===== config.mk =====
export PLATFORM = sky130hd
export DESIGN_NAME = issue_pipe_slot
export DESIGN_NICKNAME = d
export VERILOG_FILES = /design/src/rtl/issue_pipe_slot.sv
export SDC_FILE = /design/constraint.sdc
export NUM_CORES = 1
export LEC_CHECK = 0
export ABC_AREA = 0
export CORE_AREA = 2 2 263 265
export DETAILED_ROUTE_END_ITERATION = 12
export DIE_AREA = 0 0 265 267
export PLACE_DENSITY = 0.69
export SKIP_CTS_REPAIR_TIMING = 1
export SYNTH_ARGS = -nofsm -noshare
export SYNTH_HDL_FRONTEND = slang
export SYNTH_SLANG_ARGS = --single-unit

===== constraint.sdc =====
create_clock -name clk -period 1.8 [get_ports clk]
set_clock_uncertainty 0.1 [all_clocks]
set_input_delay 0.36 -clock clk [delete_from_list [all_inputs] [get_ports clk]]
set_output_delay 0.36 -clock clk [all_outputs]
set_load 0.02 [all_outputs]

===== src/rtl/issue_pipe_slot.sv =====
// Issue-path pipeline slot between decode and operand fetch: N-lane groups,
// two-entry skid buffer, registered in_ready, sticky sideband and stall counter.
module issue_pipe_slot #(
    parameter int LANES    = 2,
    parameter int DATA_W   = 160,
    parameter int STICKY_W = 1,
    parameter int CNT_W    = 16
) (
    input  logic                    clk,
    input  logic                    resetn,
    input  logic                    flush,
    input  logic [LANES-1:0]        in_valid,
    input  logic [LANES*DATA_W-1:0] in_data,
    input  logic [STICKY_W-1:0]     in_sticky,
    output logic                    in_ready,
    output logic [LANES-1:0]        out_valid,
    output logic [LANES*DATA_W-1:0] out_data,
    input  logic                    out_ready,
    output logic [STICKY_W-1:0]     out_sticky,
    output logic [1:0]              occupancy,
    output logic [CNT_W-1:0]        stall_cnt
);
    localparam int PW = LANES * DATA_W;

    typedef enum logic [1:0] {
        OCC_EMPTY = 2'd0,
        OCC_ONE   = 2'd1,
        OCC_TWO   = 2'd2
    } occ_e;

    occ_e                occ_q, occ_d;
    logic [LANES-1:0]    main_mask_q, main_mask_d;
    logic [PW-1:0]       main_data_q, main_data_d;
    logic [LANES-1:0]    skid_mask_q, skid_mask_d;
    logic [PW-1:0]       skid_data_q, skid_data_d;
    logic                rdy_q, rdy_d;
    logic [STICKY_W-1:0] sticky_q, sticky_d;
    logic [CNT_W-1:0]    stall_q, stall_d;

    logic          in_any_s, in_fire_s, head_v_s, out_fire_s;
    logic [PW-1:0] in_clean_s;

    // Lanes that are not valid carry the all-zero NOP payload.
    function automatic logic [PW-1:0] zero_idle_lanes(input logic [LANES-1:0] v,
                                                      input logic [PW-1:0]    d);
        logic [PW-1:0] r;
        r = '0;
        for (int i = 0; i < LANES; i++) begin
            if (v[i]) begin
                r[i*DATA_W +: DATA_W] = d[i*DATA_W +: DATA_W];
            end else begin
                r[i*DATA_W +: DATA_W] = '0;
            end
        end
        return r;
    endfunction

    // Handshake terms and next-state for both entries, occupancy and sideband.
    always_comb begin
        in_any_s    = |in_valid;
        in_fire_s   = in_any_s & rdy_q;
        head_v_s    = (occ_q != OCC_EMPTY);
        out_fire_s  = head_v_s & out_ready;
        in_clean_s  = zero_idle_lanes(in_valid, in_data);

        occ_d       = occ_q;
        main_mask_d = main_mask_q;
        main_data_d = main_data_q;
        skid_mask_d = skid_mask_q;
        skid_data_d = skid_data_q;
        sticky_d    = sticky_q;

        case (occ_q)
            OCC_EMPTY: begin
                if (in_fire_s) begin
                    main_mask_d = in_valid;
                    main_data_d = in_clean_s;
                    occ_d       = OCC_ONE;
                end else begin
                    occ_d       = OCC_EMPTY;
                end
            end
            OCC_ONE: begin
                if (in_fire_s && out_fire_s) begin
                    main_mask_d = in_valid;
                    main_data_d = in_clean_s;
                end else if (in_fire_s) begin
                    skid_mask_d = in_valid;
                    skid_data_d = in_clean_s;
                    occ_d       = OCC_TWO;
                end else if (out_fire_s) begin
                    main_mask_d = '0;
                    main_data_d = '0;
                    occ_d       = OCC_EMPTY;
                end else begin
                    occ_d       = OCC_ONE;
                end
            end
            OCC_TWO: begin
                if (out_fire_s) begin
                    main_mask_d = skid_mask_q;
                    main_data_d = skid_data_q;
                    skid_mask_d = '0;
                    skid_data_d = '0;
                    occ_d       = OCC_ONE;
                end else begin
                    occ_d       = OCC_TWO;
                end
            end
            default: begin
                main_mask_d = '0;
                main_data_d = '0;
                skid_mask_d = '0;
                skid_data_d = '0;
                occ_d       = OCC_EMPTY;
            end
        endcase

        if (in_fire_s) begin
            sticky_d = in_sticky;
        end else begin
            sticky_d = sticky_q;
        end

        // Flush kills everything held plus whatever fired this cycle.
        if (flush) begin
            main_mask_d = '0;
            main_data_d = '0;
            skid_mask_d = '0;
            skid_data_d = '0;
            sticky_d    = '0;
            occ_d       = OCC_EMPTY;
        end else begin
            occ_d       = occ_d;
        end

        rdy_d = (occ_d != OCC_TWO);

        if (head_v_s && !out_ready && !flush && (stall_q != {CNT_W{1'b1}})) begin
            stall_d = stall_q + CNT_W'(1);
        end else begin
            stall_d = stall_q;
        end
    end

    // All slot state; reset drops both entries without waiting for a clock.
    always_ff @(posedge clk or negedge resetn) begin
        if (!resetn) begin
            occ_q       <= OCC_EMPTY;
            main_mask_q <= '0;
            main_data_q <= '0;
            skid_mask_q <= '0;
            skid_data_q <= '0;
            rdy_q       <= 1'b0;
            sticky_q    <= '0;
            stall_q     <= '0;
        end else begin
            occ_q       <= occ_d;
            main_mask_q <= main_mask_d;
            main_data_q <= main_data_d;
            skid_mask_q <= skid_mask_d;
            skid_data_q <= skid_data_d;
            rdy_q       <= rdy_d;
            sticky_q    <= sticky_d;
            stall_q     <= stall_d;
        end
    end

    assign in_ready   = rdy_q;
    assign out_valid  = main_mask_q;
    assign out_data   = main_data_q;
    assign out_sticky = sticky_q;
    assign occupancy  = occ_q;
    assign stall_cnt  = stall_q;

endmodule


; ---- Word-level counts from Yosys, hierarchy flattened
; Index checks and enable logic that the tools add are counted.
[word_totals]
reg_bits = 664
wordCells = 65
memories = 0
mem_bits_ro = 0
latchBits = 0
ram_bits = 0
[classes]
n_bitwise = 2
addsub = 1
shifts = 0
eq_ne = 11
n_lt_le_gt_ge = 0
n_mul = 0
n_div = 0
reduce_logical = 12
muxes = 31
[ops]
columns = op, count
row1 = $mux W320, 8
row2 = $pmux W320 S3, 2
row3 = $mux W160, 2
row4 = $mux W2, 12
row5 = $pmux W2 S3, 3
row6 = $add A16 B1 Y16 const B, 1
row7 = $ne A16 B16 Y1 const B, 1
row8 = $ne A3 B3 Y1 const B, 4
row9 = $ne A4 B4 Y1 const B, 2
row10 = $reduce_and A4 Y1, 2
row11 = $logic_and A1 B1 Y1, 4
row12 = $mux W1, 4
row13 = $ne A2 B2 Y1 const B, 2
row14 = $reduce_bool A2 Y1, 2
row15 = $and A1 B1 Y1, 2
row16 = $eq A2 B1 Y1 const B, 1
row17 = $eq A2 B2 Y1 const B, 1
row18 = $logic_not A1 Y1, 2
row19 = $logic_not A2 Y1, 1
row20 = $reduce_or A2 Y1, 1

; ---- Longest topological paths before layout
[depth]
ltp_word = 8
depth_mapped = 8
ltp_nobuf = 5

; ---- Least setup slack after synthesis
; No wires, ideal clock.
[synth_timing]
kind = reg2reg
start = register stall_q[0], in the netlist stall_cnt[0]
end = register stall_q[1], in the netlist stall_cnt[1]
synth_period_minus_slack_ns = 1.945
setup_slack_ns = -0.145
stages_incl_launch_ff = 7
required_ns = 1.575
arrival_ns = 1.721
setup_time_ns = 0.125
cell_sequence = dfrtp_1 > ha_1 > and4_1 > and4b_1 > buf_2 > nor2_2 > mux2_2
[synth_between]
elab_chain_len = 2
word_cells_on_any_way = 3
classes_between = add/sub (1) / eq/ne (1) / reduce/logical (1)
[synth_rtl]
columns = item, line_no
row1 = from (decl), 38  ; logic [CNT_W-1:0] stall_q, stall_d;
row2 = from (signal assigned), 165  ; stall_q <= stall_d;
row3 = "parallel branches: the longest is 2 deep, another holds $add A16 B1 Y16", n/a
; Parallel ways; which one is timed is not known.
; A chain may end at the register's enable or synchronous reset.

; ---- Worst setup path after layout
[layout_timing]
start = register occ_q[1], in the netlist occupancy[1]
end = register main_data_q[280], in the netlist out_data[280]
[layout_between]
elab_chain_len = 6
word_cells_on_any_way = 14
classes_between = eq/ne (6) / mux (3) / bitwise (1) / reduce/logical (4)
[layout_rtl]
columns = item, line_no
row1 = from (decl), 31  ; occ_e occ_q, occ_d;
row2 = from (signal assigned), 149  ; occ_q <= OCC_EMPTY;
row3 = from (signal assigned), 158  ; occ_q <= occ_d;
row4 = $reduce_bool A2 Y1, 62  ; head_v_s = (occ_q != OCC_EMPTY);
row5 = $and A1 B1 Y1, 63  ; out_fire_s = head_v_s & out_ready;
row6 = $logic_and A1 B1 Y1, 84  ; if (in_fire_s && out_fire_s) begin
row7 = $mux W320, 84
row8 = $pmux W320 S3, 73  ; case (occ_q)
row9 = $mux W320, 126  ; if (flush) begin
row10 = to (signal assigned), 160  ; main_data_q <= main_data_d;
row11 = to (decl), 33  ; logic [PW-1:0] main_data_q, main_data_d;
; Parallel ways exist; a longest one is shown, timed or not.

==> out/qor.tcl <==
set qor(status) {finished, violations left}
set qor(failed_checks) {setup timing}
set qor(register_area_um2) 16620
set qor(synth_commonest_cells) {664 x dfrtp_1, 322 x o2bb2ai_1, 320 x a22o_1, 320 x a22oi_1, 138 x buf_2}
set qor(io_pins) 669
set qor(regToRegEndpoint) {out_data[280]}
set qor(r2r_cells) 9
set qor(crit_path_category) {reg2reg}
set qor(syn-instance-count) 1930
set qor(clock_tree_from_tritoncts) {built}
set qor(fp.dieW_um) 265
set qor(max-cap-violations) 0
set qor(synth_area_um2) 26380
set qor(worst-r2r-setup-slack_ns) -0.17
set qor(largest_buffer_count_on_any_clock_path) 3
set qor(r2r-start) {occupancy[1]}
set qor(gr-usage-all-layers_pct) 23.85
set qor(area_share_of_the_leading_cell_type_in_the_synthesized_netlist_pct) 62.99
set qor(power.static_leakage_nw) 23.20
set qor(fin_crit_sh_pct) 109.2
set qor(cts_max_level) 3
set qor(syn_area_per_cell_um2) 13.67
set qor(clock_sink_count) 664
set qor(route.detailed.vias_per_inst) 6.192
set qor(async_reset_ff_share_pct) 100.0
set qor(route.detailed.wl_per_inst_um) 27.36
set qor(final_critical_path_setup_slack_ns) -0.1660
set qor(area_of_combinational_cells_with_multiple_inputs_um2) 9532
set qor(grt_overflow_total) 0
set qor(antenna_found_initial) 15
set qor(commonest_register_cell_after_synthesis) {dfrtp_1}
set qor(setup.worst_path.end_class) {flop}
set qor(inst_count_dp) 3456
set qor(detail_route.first_pass.iterations) 6
set qor(worst_pin_slew_ns) 0.6204
set qor(yosysTopAreaCell) {dfrtp_1}
set qor(worst_setup_path_start_kind) {flop}
set qor(detailroute.via_count) 22740
set qor(fillCellCount) 4963
set qor(ys.warnings.count) 0
set qor(maximum_vdd_drop_uv) 607.7
set qor(routed_wl_um) 100500
set qor(period_minus_ws_final_ns) 1.966
set qor(final_antenna_net_count) 0
set qor(nets_final) 3057
set qor(clk_transition_reported_paths_ns) 0.06
set qor(pre_cts_slack_ns) -0.6047
set qor(final-instance-count-excl-fill) 3672
set qor(first_global_vias) 21930
set qor(seq_area_frac_synth_pct) 62.99
set qor(postSynthNetCount) 2258
set qor(initial_utilization_pct) 38.80
set qor(max_slew_margin_pct) 58.36
set qor(rows) 96
set qor(final-setup-viol-count) 621
set qor(route.detailed.drc) 0
set qor(yosysMostFrequentCell) {dfrtp_1}
set qor(arrival_ns) 2.37
set qor(grt_setup_unrepaired) {yes}
set qor(gp_routability_congestion) 0.8440
set qor(number_of_enable_flip_flop_cells_after_synthesis) 0
set qor(power.density_cell_area_nw_per_um2) 916.3
set qor(initialDrtViolationCount) 2381
set qor(critPathRequiredTime_ns) 2.21
set qor(global_route_wire_length_before_repair_um) 132500
set qor(clk_latency_ns) 0.60
set qor(cts_buffers) 70
set qor(timing_hold_violations_final) 0
set qor(crit_path_max_fanout) 9
set qor(timing.final.max_slew_violations) 0
set qor(synth_cell_type_count) 48
set qor(floorplan.die_area_um2) 70760
set qor(maximum_number_of_pins_on_one_net_before_global_route_repair) 89
set qor(core-area_um2) 67990
set qor(number_of_flip_flops_and_latches_in_the_synthesized_netlist) 664
set qor(portBuffers) 668
set qor(die_h_um) 267
set qor(class_of_the_worst_hold_path) {in2async}
set qor(drive_gt1_share_pct) 19.68
set qor(root_buffer) {clkbuf_16}
set qor(synth_top_cells_by_area) {dfrtp_1 63%, o2bb2ai_1 11%, a22o_1 11%}
set qor(area_growth_from_synthesis_to_layout_pct) 57.31
set qor(place.detailed.hpwl_um) 59940
set qor(fmax_ghz) 0.5087
[registers in the layout (all words and copies together) (netlist names)]
name,cells
skid_mask_q,2
out_valid,2
out_data,320
out_sticky,1
skid_data_q,320
stall_cnt,16
in_ready,1
occupancy,2
[how the worst max path moves through the flow]
stage | startpoint | endpoint
3_3_place_gp | out_ready | skid_data_q[301]
5_1_grt | occupancy[1] | out_data[185]
3_5_place_dp | out_ready | skid_data_q[306]
2_1_floorplan | stall_cnt[0] | stall_cnt[1]
4_1_cts | in_ready | in_ready
6_report | occupancy[1] | out_data[280]
[placed cells by master, fill, tap and decap left out, types with 5 or more instances in the layout]
cell,count
a22o_1,320
a22oi_1,320
buf_12,77
buf_16,15
buf_4,102
buf_6,23
buf_8,14
bufinv_16,5
clkbuf_1,12
clkbuf_16,124
clkbuf_2,7
clkbuf_8,10
clkdlybuf4s50_1,325
clkinv_2,16
dfrtp_1,659
dfrtp_2,5
diode_2,11
dlymetal6s2s_1,328
nor2_1,6
o2bb2ai_1,205
o2bb2ai_2,114
xnor2_1,7
xor2_1,6
[per-layer routing]
metal | up-vias | global-route usage [%] | wire length (um)
li1 | 9362 | - | -
met1 | 11690 | 32.07 | 39620
met2 | 1421 | 36.82 | 48210
met3 | 259 | 5.083 | 8359
met4 | 6 | 11.64 | 4227
met5 | - | 0 | 39
[power by group]
group          leakage (nW)  internal, mW  switching [mW]
clock                  1.12          8.33            6.15
combinational          13.0          3.48            3.90
sequential             9.13          15.6           0.555
[worst max-delay path: stages (launching register included)]
cell	delay, ns
dfrtp_2	0.47
a21oi_2	0.16
o21ai_1	0.09
buf_4	0.16
a21oi_4	0.18
buf_12	0.16
buf_16	0.18
buf_6	0.12
buf_12	0.12
o2bb2ai_1	0.14
[final cells by class]
cell class | count | area share [%]
flip-flops and latches | 664 | 40.06
repair buffers | 946 | 28.78
multi-input cells | 1046 | 22.97
clock buffers | 92 | 4.662
well taps | 882 | 2.659
clock inverters | 30 | 0.7960
diodes | 11 | 0.06634
inverters | 1 | 0.009046
[metrics by stage]
stage	TNS [ns]	power [mW]	hold WS (ns)	utilization, %	cell area, um^2
after floorplan	-0.003573	18.73	-0.03559	-	26410
final	-39.09	38.02	0.1844	61.04	41500
after CTS	-112.64	36.94	-0.4632	55.67	37850
after detailed placement	-332.85	22.52	0.1841	52.34	35580
after global routing	-74.77	39.22	0.1548	61.03	41490
after global placement	-316.20	22.40	0.1845	52.34	35580
[kinds of logic after synthesis]
group                    share of synthesized area [%]
flip-flops                                       62.99
buffers and inverters                            4.226
AND/OR/NAND/NOR                                  1.167
adder cells (fa/ha/maj)                        0.04742
XOR/XNOR                                        0.4316
multiplexers                                   0.08063
AO/OA/AOI/OAI                                    31.06
No activity file was read; power rests on OpenSTA's default activity.
